--- src/rtl/branch_resolve_unit_pkg.sv ---
// -----------------------------------------------------------------------------
// bp_pkg
// Types and constants that branch_resolve_unit shares with local_predictor.
//   bp_meta_t : the prediction record that travels with an instruction
//               {valid, pc, predicted-taken, predicted target}
//   state_e   : frontend squash FSM states
//   PC_STEP   : sequential fetch increment (word-aligned fetch)
// -----------------------------------------------------------------------------
package bp_pkg;

  localparam logic [31:0] PC_STEP = 32'd4;

  typedef enum logic {
    RUN    = 1'b0,
    SQUASH = 1'b1
  } state_e;

  typedef struct packed {
    logic        v;
    logic [31:0] pc;
    logic        pt;
    logic [31:0] ptgt;
  } bp_meta_t;

endpackage

--- src/rtl/branch_resolve_unit_if.sv ---
// -----------------------------------------------------------------------------
// branch_resolve_unit_if
// Connection between the branch resolve unit and the local predictor.
//   pc_share_rd    : predictor read index (from fetch pc)
//   if_pred_taken  : prediction for the fetch pc
//   if_pred_target : target fetch used when predicting taken
//   pc_share_wr    : predictor write index (resolving branch)
//   upd_enable     : predictor update strobe
//   upd_taken      : actual outcome written into the predictor
// master = branch_resolve_unit, slave = predictor.
// -----------------------------------------------------------------------------
interface branch_resolve_unit_if #(
  parameter int SHARE_WIDTH = 8
);

  logic [SHARE_WIDTH-1:0] pc_share_rd;
  logic                   if_pred_taken;
  logic [31:0]            if_pred_target;
  logic [SHARE_WIDTH-1:0] pc_share_wr;
  logic                   upd_enable;
  logic                   upd_taken;

  modport master (
    output pc_share_rd,
    output pc_share_wr,
    output upd_enable,
    output upd_taken,
    input  if_pred_taken,
    input  if_pred_target
  );

  modport slave (
    input  pc_share_rd,
    input  pc_share_wr,
    input  upd_enable,
    input  upd_taken,
    output if_pred_taken,
    output if_pred_target
  );

endinterface

--- src/rtl/branch_resolve_unit_sat_counter.sv ---
// -----------------------------------------------------------------------------
// sat_counter
// Up-counter that sticks at all-ones instead of wrapping.
//   clk : clock
//   rst : synchronous active-high reset to 0
//   clr : synchronous clear to 0, wins over inc
//   inc : count one event
//   cnt : current count
// -----------------------------------------------------------------------------
module sat_counter #(
  parameter int CNT_WIDTH = 32
) (
  input  logic                 clk,
  input  logic                 rst,
  input  logic                 clr,
  input  logic                 inc,
  output logic [CNT_WIDTH-1:0] cnt
);

  logic [CNT_WIDTH-1:0] cnt_q;
  logic [CNT_WIDTH-1:0] cnt_d;

  always_comb begin
    cnt_d = cnt_q;
    if (clr) begin
      cnt_d = '0;
    end else if (inc && (cnt_q != '1)) begin
      cnt_d = cnt_q + CNT_WIDTH'(1);
    end
  end

  always_ff @(posedge clk) begin
    if (rst) begin
      cnt_q <= '0;
    end else begin
      cnt_q <= cnt_d;
    end
  end

  assign cnt = cnt_q;

endmodule

--- src/rtl/branch_resolve_unit.sv ---
// -----------------------------------------------------------------------------
// branch_resolve_unit
// Carries each fetch's prediction through IF/ID and ID/EX, resolves it against
// the real outcome in EX, drives the predictor update and the frontend
// redirect on a mispredict, and keeps branch / mispredict statistics.
// Ports:
//   clk, reset        : clock, synchronous active-high reset
//   stall             : pipeline freeze from the hazard unit
//   flush             : external kill of IF/ID and ID/EX
//   if_valid, if_pc   : fetch stage instruction valid and pc
//   id_is_branch      : instruction in ID is a conditional branch
//   ex_taken/ex_target: actual branch outcome and target in EX
//   stat_clr          : clear both statistics counters
//   bp                : predictor port (read index, prediction, update)
//   mispredict        : EX branch mispredicted, frontend must redirect
//   redirect_pc       : correct next pc while mispredict=1, else 0
//   branch_cnt        : resolved branches (saturating)
//   miss_cnt          : mispredicted branches (saturating)
// -----------------------------------------------------------------------------
module branch_resolve_unit
  import bp_pkg::*;
#(
  parameter int SHARE_WIDTH = 8,
  parameter int SHARE_LSB   = 2,
  parameter int CNT_WIDTH   = 32
) (
  input  logic                  clk,
  input  logic                  reset,
  input  logic                  stall,
  input  logic                  flush,
  input  logic                  if_valid,
  input  logic [31:0]           if_pc,
  input  logic                  id_is_branch,
  input  logic                  ex_taken,
  input  logic [31:0]           ex_target,
  input  logic                  stat_clr,
  branch_resolve_unit_if.master bp,
  output logic                  mispredict,
  output logic [31:0]           redirect_pc,
  output logic [CNT_WIDTH-1:0]  branch_cnt,
  output logic [CNT_WIDTH-1:0]  miss_cnt
);

  bp_meta_t ifid_q, ifid_d;
  bp_meta_t idex_q, idex_d;
  logic     idex_br_q, idex_br_d;
  state_e   state_q, state_d;

  logic res;
  logic dir_miss;
  logic tgt_miss;

  // ---------------------------------------------------------------------------
  // EX resolve
  // ---------------------------------------------------------------------------
  // A stalled EX branch is not resolved yet; reset also suppresses the strobe
  // so an in-flight branch never updates the predictor while being discarded.
  assign res      = idex_q.v & idex_br_q & ~stall & ~reset;
  assign dir_miss = idex_q.pt != ex_taken;
  // Right direction but fetch went to the wrong place.
  assign tgt_miss = idex_q.pt & ex_taken & (idex_q.ptgt != ex_target);

  assign mispredict  = res & (dir_miss | tgt_miss);
  assign redirect_pc = mispredict ? (ex_taken ? ex_target : idex_q.pc + PC_STEP)
                                  : 32'h0;

  assign bp.pc_share_rd = if_pc[SHARE_LSB +: SHARE_WIDTH];
  assign bp.pc_share_wr = idex_q.pc[SHARE_LSB +: SHARE_WIDTH];
  assign bp.upd_enable  = res;
  assign bp.upd_taken   = ex_taken;

  // ---------------------------------------------------------------------------
  // Stage register next-state (reset handled in the register block)
  // ---------------------------------------------------------------------------
  always_comb begin
    ifid_d    = ifid_q;
    idex_d    = idex_q;
    idex_br_d = idex_br_q;
    state_d   = state_q;

    if (flush || mispredict) begin
      ifid_d.v = 1'b0;
      idex_d.v = 1'b0;
      // A flush arriving during SQUASH must not cut the squash cycle short.
      if (mispredict || (state_q == SQUASH)) begin
        state_d = SQUASH;
      end else begin
        state_d = RUN;
      end
    end else if (stall) begin
      // hold everything, including a pending SQUASH
    end else begin
      ifid_d.pc   = if_pc;
      ifid_d.pt   = bp.if_pred_taken;
      ifid_d.ptgt = bp.if_pred_target;
      // In SQUASH the fetch now arriving is wrong-path and is dropped.
      ifid_d.v    = if_valid & (state_q != SQUASH);
      idex_d      = ifid_q;
      idex_br_d   = ifid_q.v & id_is_branch;
      state_d     = RUN;
    end
  end

  // ---------------------------------------------------------------------------
  // IF/ID and ID/EX registers, squash FSM
  // ---------------------------------------------------------------------------
  always_ff @(posedge clk) begin
    if (reset) begin
      ifid_q.v  <= 1'b0;
      idex_q.v  <= 1'b0;
      idex_br_q <= 1'b0;
      state_q   <= RUN;
    end else begin
      ifid_q    <= ifid_d;
      idex_q    <= idex_d;
      idex_br_q <= idex_br_d;
      state_q   <= state_d;
    end
  end

  // ---------------------------------------------------------------------------
  // Statistics
  // ---------------------------------------------------------------------------
  sat_counter #(.CNT_WIDTH(CNT_WIDTH)) u_branch_cnt (
    .clk (clk),
    .rst (reset),
    .clr (stat_clr),
    .inc (res),
    .cnt (branch_cnt)
  );

  sat_counter #(.CNT_WIDTH(CNT_WIDTH)) u_miss_cnt (
    .clk (clk),
    .rst (reset),
    .clr (stat_clr),
    .inc (mispredict),
    .cnt (miss_cnt)
  );

endmodule
--- src/flat_wrapper.sv ---
// flat-port wrapper written by rule: the top's interface ports become plain ports
module branch_resolve_unit_flat import bp_pkg::*;
#(
  parameter int SHARE_WIDTH = 8,
  parameter int SHARE_LSB   = 2,
  parameter int CNT_WIDTH   = 32
)
  (clk, reset, stall, flush, if_valid, if_pc, id_is_branch, ex_taken, ex_target, stat_clr, mispredict, redirect_pc, branch_cnt, miss_cnt, bp_pc_share_rd, bp_pc_share_wr, bp_upd_enable, bp_upd_taken, bp_if_pred_taken, bp_if_pred_target);
  branch_resolve_unit_if #(.SHARE_WIDTH(SHARE_WIDTH)) bp_i ();
  input  logic clk;
  input  logic reset;
  input  logic stall;
  input  logic flush;
  input  logic if_valid;
  input  logic [31:0] if_pc;
  input  logic id_is_branch;
  input  logic ex_taken;
  input  logic [31:0] ex_target;
  input  logic stat_clr;
  output logic mispredict;
  output logic [31:0] redirect_pc;
  output logic [CNT_WIDTH-1:0] branch_cnt;
  output logic [CNT_WIDTH-1:0] miss_cnt;
  output wire logic [$bits(bp_i.pc_share_rd)-1:0] bp_pc_share_rd;
  output wire logic [$bits(bp_i.pc_share_wr)-1:0] bp_pc_share_wr;
  output wire logic [$bits(bp_i.upd_enable)-1:0] bp_upd_enable;
  output wire logic [$bits(bp_i.upd_taken)-1:0] bp_upd_taken;
  input wire logic [$bits(bp_i.if_pred_taken)-1:0] bp_if_pred_taken;
  input wire logic [$bits(bp_i.if_pred_target)-1:0] bp_if_pred_target;
  assign bp_pc_share_rd = bp_i.pc_share_rd;
  assign bp_pc_share_wr = bp_i.pc_share_wr;
  assign bp_upd_enable = bp_i.upd_enable;
  assign bp_upd_taken = bp_i.upd_taken;
  assign bp_i.if_pred_taken = bp_if_pred_taken;
  assign bp_i.if_pred_target = bp_if_pred_target;
  branch_resolve_unit #(.SHARE_WIDTH(SHARE_WIDTH), .SHARE_LSB(SHARE_LSB), .CNT_WIDTH(CNT_WIDTH)) u_core (.clk(clk), .reset(reset), .stall(stall), .flush(flush), .if_valid(if_valid), .if_pc(if_pc), .id_is_branch(id_is_branch), .ex_taken(ex_taken), .ex_target(ex_target), .stat_clr(stat_clr), .bp(bp_i), .mispredict(mispredict), .redirect_pc(redirect_pc), .branch_cnt(branch_cnt), .miss_cnt(miss_cnt));
endmodule
--- config.mk ---
export PLATFORM = sky130hd
export DESIGN_NAME = branch_resolve_unit_flat
export DESIGN_NICKNAME = d
export VERILOG_FILES = /design/src/rtl/branch_resolve_unit_pkg.sv /design/src/rtl/branch_resolve_unit_if.sv /design/src/rtl/branch_resolve_unit_sat_counter.sv /design/src/rtl/branch_resolve_unit.sv /design/src/flat_wrapper.sv
export SDC_FILE = /design/constraint.sdc
export NUM_CORES = 1
export LEC_CHECK = 0
export ABC_AREA = 0
export CORE_MARGIN = 2
export CORE_UTILIZATION = 40
export DETAILED_ROUTE_END_ITERATION = 10
export PLACE_DENSITY = 0.63
export SYNTH_ARGS = -nofsm -noshare
export SYNTH_HDL_FRONTEND = slang
export SYNTH_SLANG_ARGS = --single-unit
--- constraint.sdc ---
create_clock -name clk -period 23.3 [get_ports clk]
set_input_delay 4.66 -clock clk [delete_from_list [all_inputs] [get_ports clk]]
set_output_delay 4.66 -clock clk [all_outputs]
set_load 0.05 [all_outputs]
==> impl_metrics.py <==
metrics = {
    "yosys": {
        "synth_fp_nets": 870,
        "async_reset_ff_share_pct": 0,
        "syn_avg_cell_area_um2": 11.4,
        "yosysWarnings": 0,
        "syn_inst": 761,
        "yosys_register_bits": 198,
        "synth_edf_count": 130,
        "synth_largest_area_cell": "edfxtp_1",
        "yosysUniqueCellTypes": 49,
        "ys_top_cells_by_area": "edfxtp_1 (45%), dfxtp_1 (16%), xor2_1 (6.0%)",
        "yosysSeqAreaShare_pct": 60.5,
        "ys.flop_type": "edfxtp_1",
        "synth_top_area_share_pct": 44.9,
        "synth_area_um2": 8700,
    },
    "critical_path": {
        "r2r_cells": 10,
        "cp_cell_sequence": "clkdlybuf4s50_1, xor2_1, nor4_1, nand4_1, o211ai_4, and2_2, buf_4, inv_2, o211a_1, clkdlybuf4s50_1",
        "critPathKind": "in -> out",
        "path_buf_inv": 4,
        "critPathMaxFanout": 43,
        "r2r-end": "u_core.idex_q[55]",
        "reg2reg_from": "u_core.idex_q[24]",
        "cp_top_family": "buffers and inverters",
        "rrSetupSlack_ns": 18.00,
        "worst_path_most_repeated_cell": "clkdlybuf4s50_1",
        "crit_arrival_ns": 8.92,
        "worstSetupStartpointType": "primary input",
        "crit_slowest_cell": "nor4_1",
        "cpPeakStageDelay_ns": 0.72,
        "required_ns": 18.64,
        "endpoint_kind": "primary output",
    },
    "min_path": {
        "min_path_type": "reg -> reg",
        "holdPathEnd": "u_core.idex_q[30]",
        "whs_path_depth": 0,
        "hp-start": "u_core.ifid_q[30]",
    },
    "route": {
        "totalWireLength_mm": 21.6,
        "num_vias": 6436,
        "first_iter_violations": 392,
        "dr.pass1.iters": 5,
        "via_per_inst": 5.18,
        "wire_per_inst_um": 17.3,
        "drcViolationCount": 0,
        "ant_nets": 0,
    },
    "floorplan": {
        "die_x_um": 151,
        "dieArea_um2": 22900,
        "core_area_um2": 21200,
        "fp.dieH_um": 151,
        "io_pins": 220,
        "start_util_pct": 41.1,
        "rows": 53,
    },
    "global_route": {
        "grt.total_usage_pct": 19.2,
        "grt_pass1_vias": 6115,
        "grt_max_degree": 80,
        "grt_overflow": 0,
        "antenna_found_initial": 3,
        "grt_pass1_wl_mm": 33.3,
    },
    "timing": {
        "setup_tns_ns": 0,
        "skew_ns": 0.0145,
        "fmax_mhz": 73.6,
        "min_period_over_period_pct": 58.3,
        "rsz0062_at_grt": "no",
        "final.setup.worst_slack_ns": 9.72,
        "slew_violations": 0,
        "worstMarginPinSlew_ns": 1.11,
        "min_period_ns": 13.58,
        "setup_viol": 0,
        "finalHoldViolations": 0,
        "holdWs_ns": 0.416,
        "slew_headroom_pct": 25.7,
    },
    "power": {
        "leakagePower_nw": 3.78,
        "powerDensity_nw_per_um2": 61.6,
        "irDropWorstVdd_v": 0.0000441,
    },
    "clocking": {
        "clock-root-buffer": "clkbuf_16",
        "post_cts_buffers": 0,
        "clock-sinks": 198,
        "path_clk_slew_ns": 0.07,
        "ctsResizeCount": 0,
        "cts_tree": "done",
        "cts_max_path_buffers": 2,
        "cts_buffers": 17,
        "clk_latency_ns": 0.43,
        "cts_hold_buf": 0,
        "htree_num_levels": 4,
    },
    "place": {
        "dpl_cell_area_um2": 11000,
        "hpwl_mm": 15.6,
        "place_ws_ns": 9.68,
        "port_buffers": 219,
        "globalplace.congestion": 0.786,
    },
    "final_layout": {
        "drive_gt1_share_pct": 5.07,
        "mostFrequentLayoutCells": "clkdlybuf4s50_1 (218), edfxtp_1 (130), nor2_1 (85)",
        "n_fill_cell": 1854,
        "utilization_pct": 54.6,
        "finalNetCount": 1063,
        "area_growth_pct": 32.8,
        "stdcell_area_um2": 11500,
        "final_common_cell": "clkdlybuf4s50_1",
    },
    "outcome": {
        "outcome": "finished, final reports clean",
    },
    "flow_run": {
        "drv_cap": 0,
    },
}
[registers in the layout, indices dropped and copies added (netlist names)]
signal,flops
u_core.idex_br_q,1
u_core.u_branch_cnt.cnt,32
u_core.state_q,1
u_core.bp.pc_share_wr,8
u_core.u_miss_cnt.cnt,32
u_core.ifid_q,66
u_core.idex_q,58
[power breakdown]
part / internal [W] / leakage (nW) / switching [W]
Clock: 0.000143 / 0.277 / 0.000144
Combinational: 0.0000208 / 1.76 / 0.0000198
Sequential: 0.000381 / 1.74 / 0.00000226
[synth_stat cells (all sizes together), types with 2 or more instances]
| cell | n |
|---|---|
| a21oi | 49 |
| a211oi | 4 |
| xor2 | 60 |
| nor4 | 15 |
| or2 | 2 |
| or4 | 9 |
| o21ai | 21 |
| o31a | 4 |
| o211ai | 3 |
| ha | 4 |
| xnor2 | 27 |
| nand4 | 27 |
| inv | 8 |
| dfxtp | 68 |
| buf | 32 |
| o31ai | 6 |
| or3 | 20 |
| nand3 | 37 |
| clkbuf | 16 |
| nand2b | 2 |
| and4 | 11 |
| nor3 | 10 |
| a2111oi | 2 |
| o21a | 4 |
| nor2 | 85 |
| and2 | 7 |
| and3 | 20 |
| nand2 | 55 |
| edfxtp | 130 |
| mux2i | 12 |
[worst register-to-register path, cell delays in order (launching register included)]
cell and delay [ns]:
edfxtp_1 0.38, xor2_1 0.15, nor4_1 0.72, nand4_1 0.29
o211ai_4 0.34, and2_2 0.62, buf_4 0.51, inv_2 0.23
nor4_2 0.18, buf_4 0.59, buf_4 0.87
[metrics by stage]
stage | power (W) | cells
3_3_place_gp | 0.000433 | 1210
6_report | 0.000711 | 1243
2_1_floorplan | 0.000410 | 761
5_1_grt | 0.000737 | 1242
4_1_cts | 0.000719 | 1242
3_5_place_dp | 0.000433 | 1210
[layer usage]
metal | share of wire, % | vias to the layer above | GRT usage (%)
li1 | - | 3159 | -
met1 | 44 | 3043 | 25.8
met2 | 47 | 214 | 30.4
met3 | 7.6 | 18 | 5.96
met4 | 1.0 | 2 | 4.44
met5 | 0.060 | - | 0
[cell families after synthesis]
kind of cell             count (synthesis)  share of synthesized area, %
buffers and inverters                   56                          3.73
flip-flops                             198                          60.5
adder cells (fa/ha/maj)                  4                         0.576
AO/OA/AOI/OAI                          100                          7.06
XOR/XNOR                                87                          8.76
multiplexers                            12                          1.38
AND/OR/NAND/NOR                        304                          17.9
[area by class of cell]
type	instances	area [um2]	area share, %
flip-flops and latches	198	5270	45.6
multi-input cells	507	3110	27.0
repair buffers	222	2210	19.1
clock buffers	17	425	3.68
well taps	275	344	2.98
clock inverters	15	154	1.33
inverters	8	30.0	0.260
diodes	1	2.50	0.0217
[how the worst max path moves through the flow]
stage / start / end / slack, ns / depth (start not counted)
6_report: ex_target[24] / redirect_pc[30] / 9.72 / 10
5_1_grt: ex_target[24] / redirect_pc[30] / 9.49 / 10
2_1_floorplan: ex_target[15] / u_core.bp.pc_share_wr[0] / 4.04 / 9
3_5_place_dp: ex_target[24] / redirect_pc[30] / 9.68 / 10
3_3_place_gp: ex_target[24] / redirect_pc[30] / 9.71 / 10
4_1_cts: ex_target[24] / redirect_pc[30] / 9.67 / 10
Power figures use the tool's default switching activity.
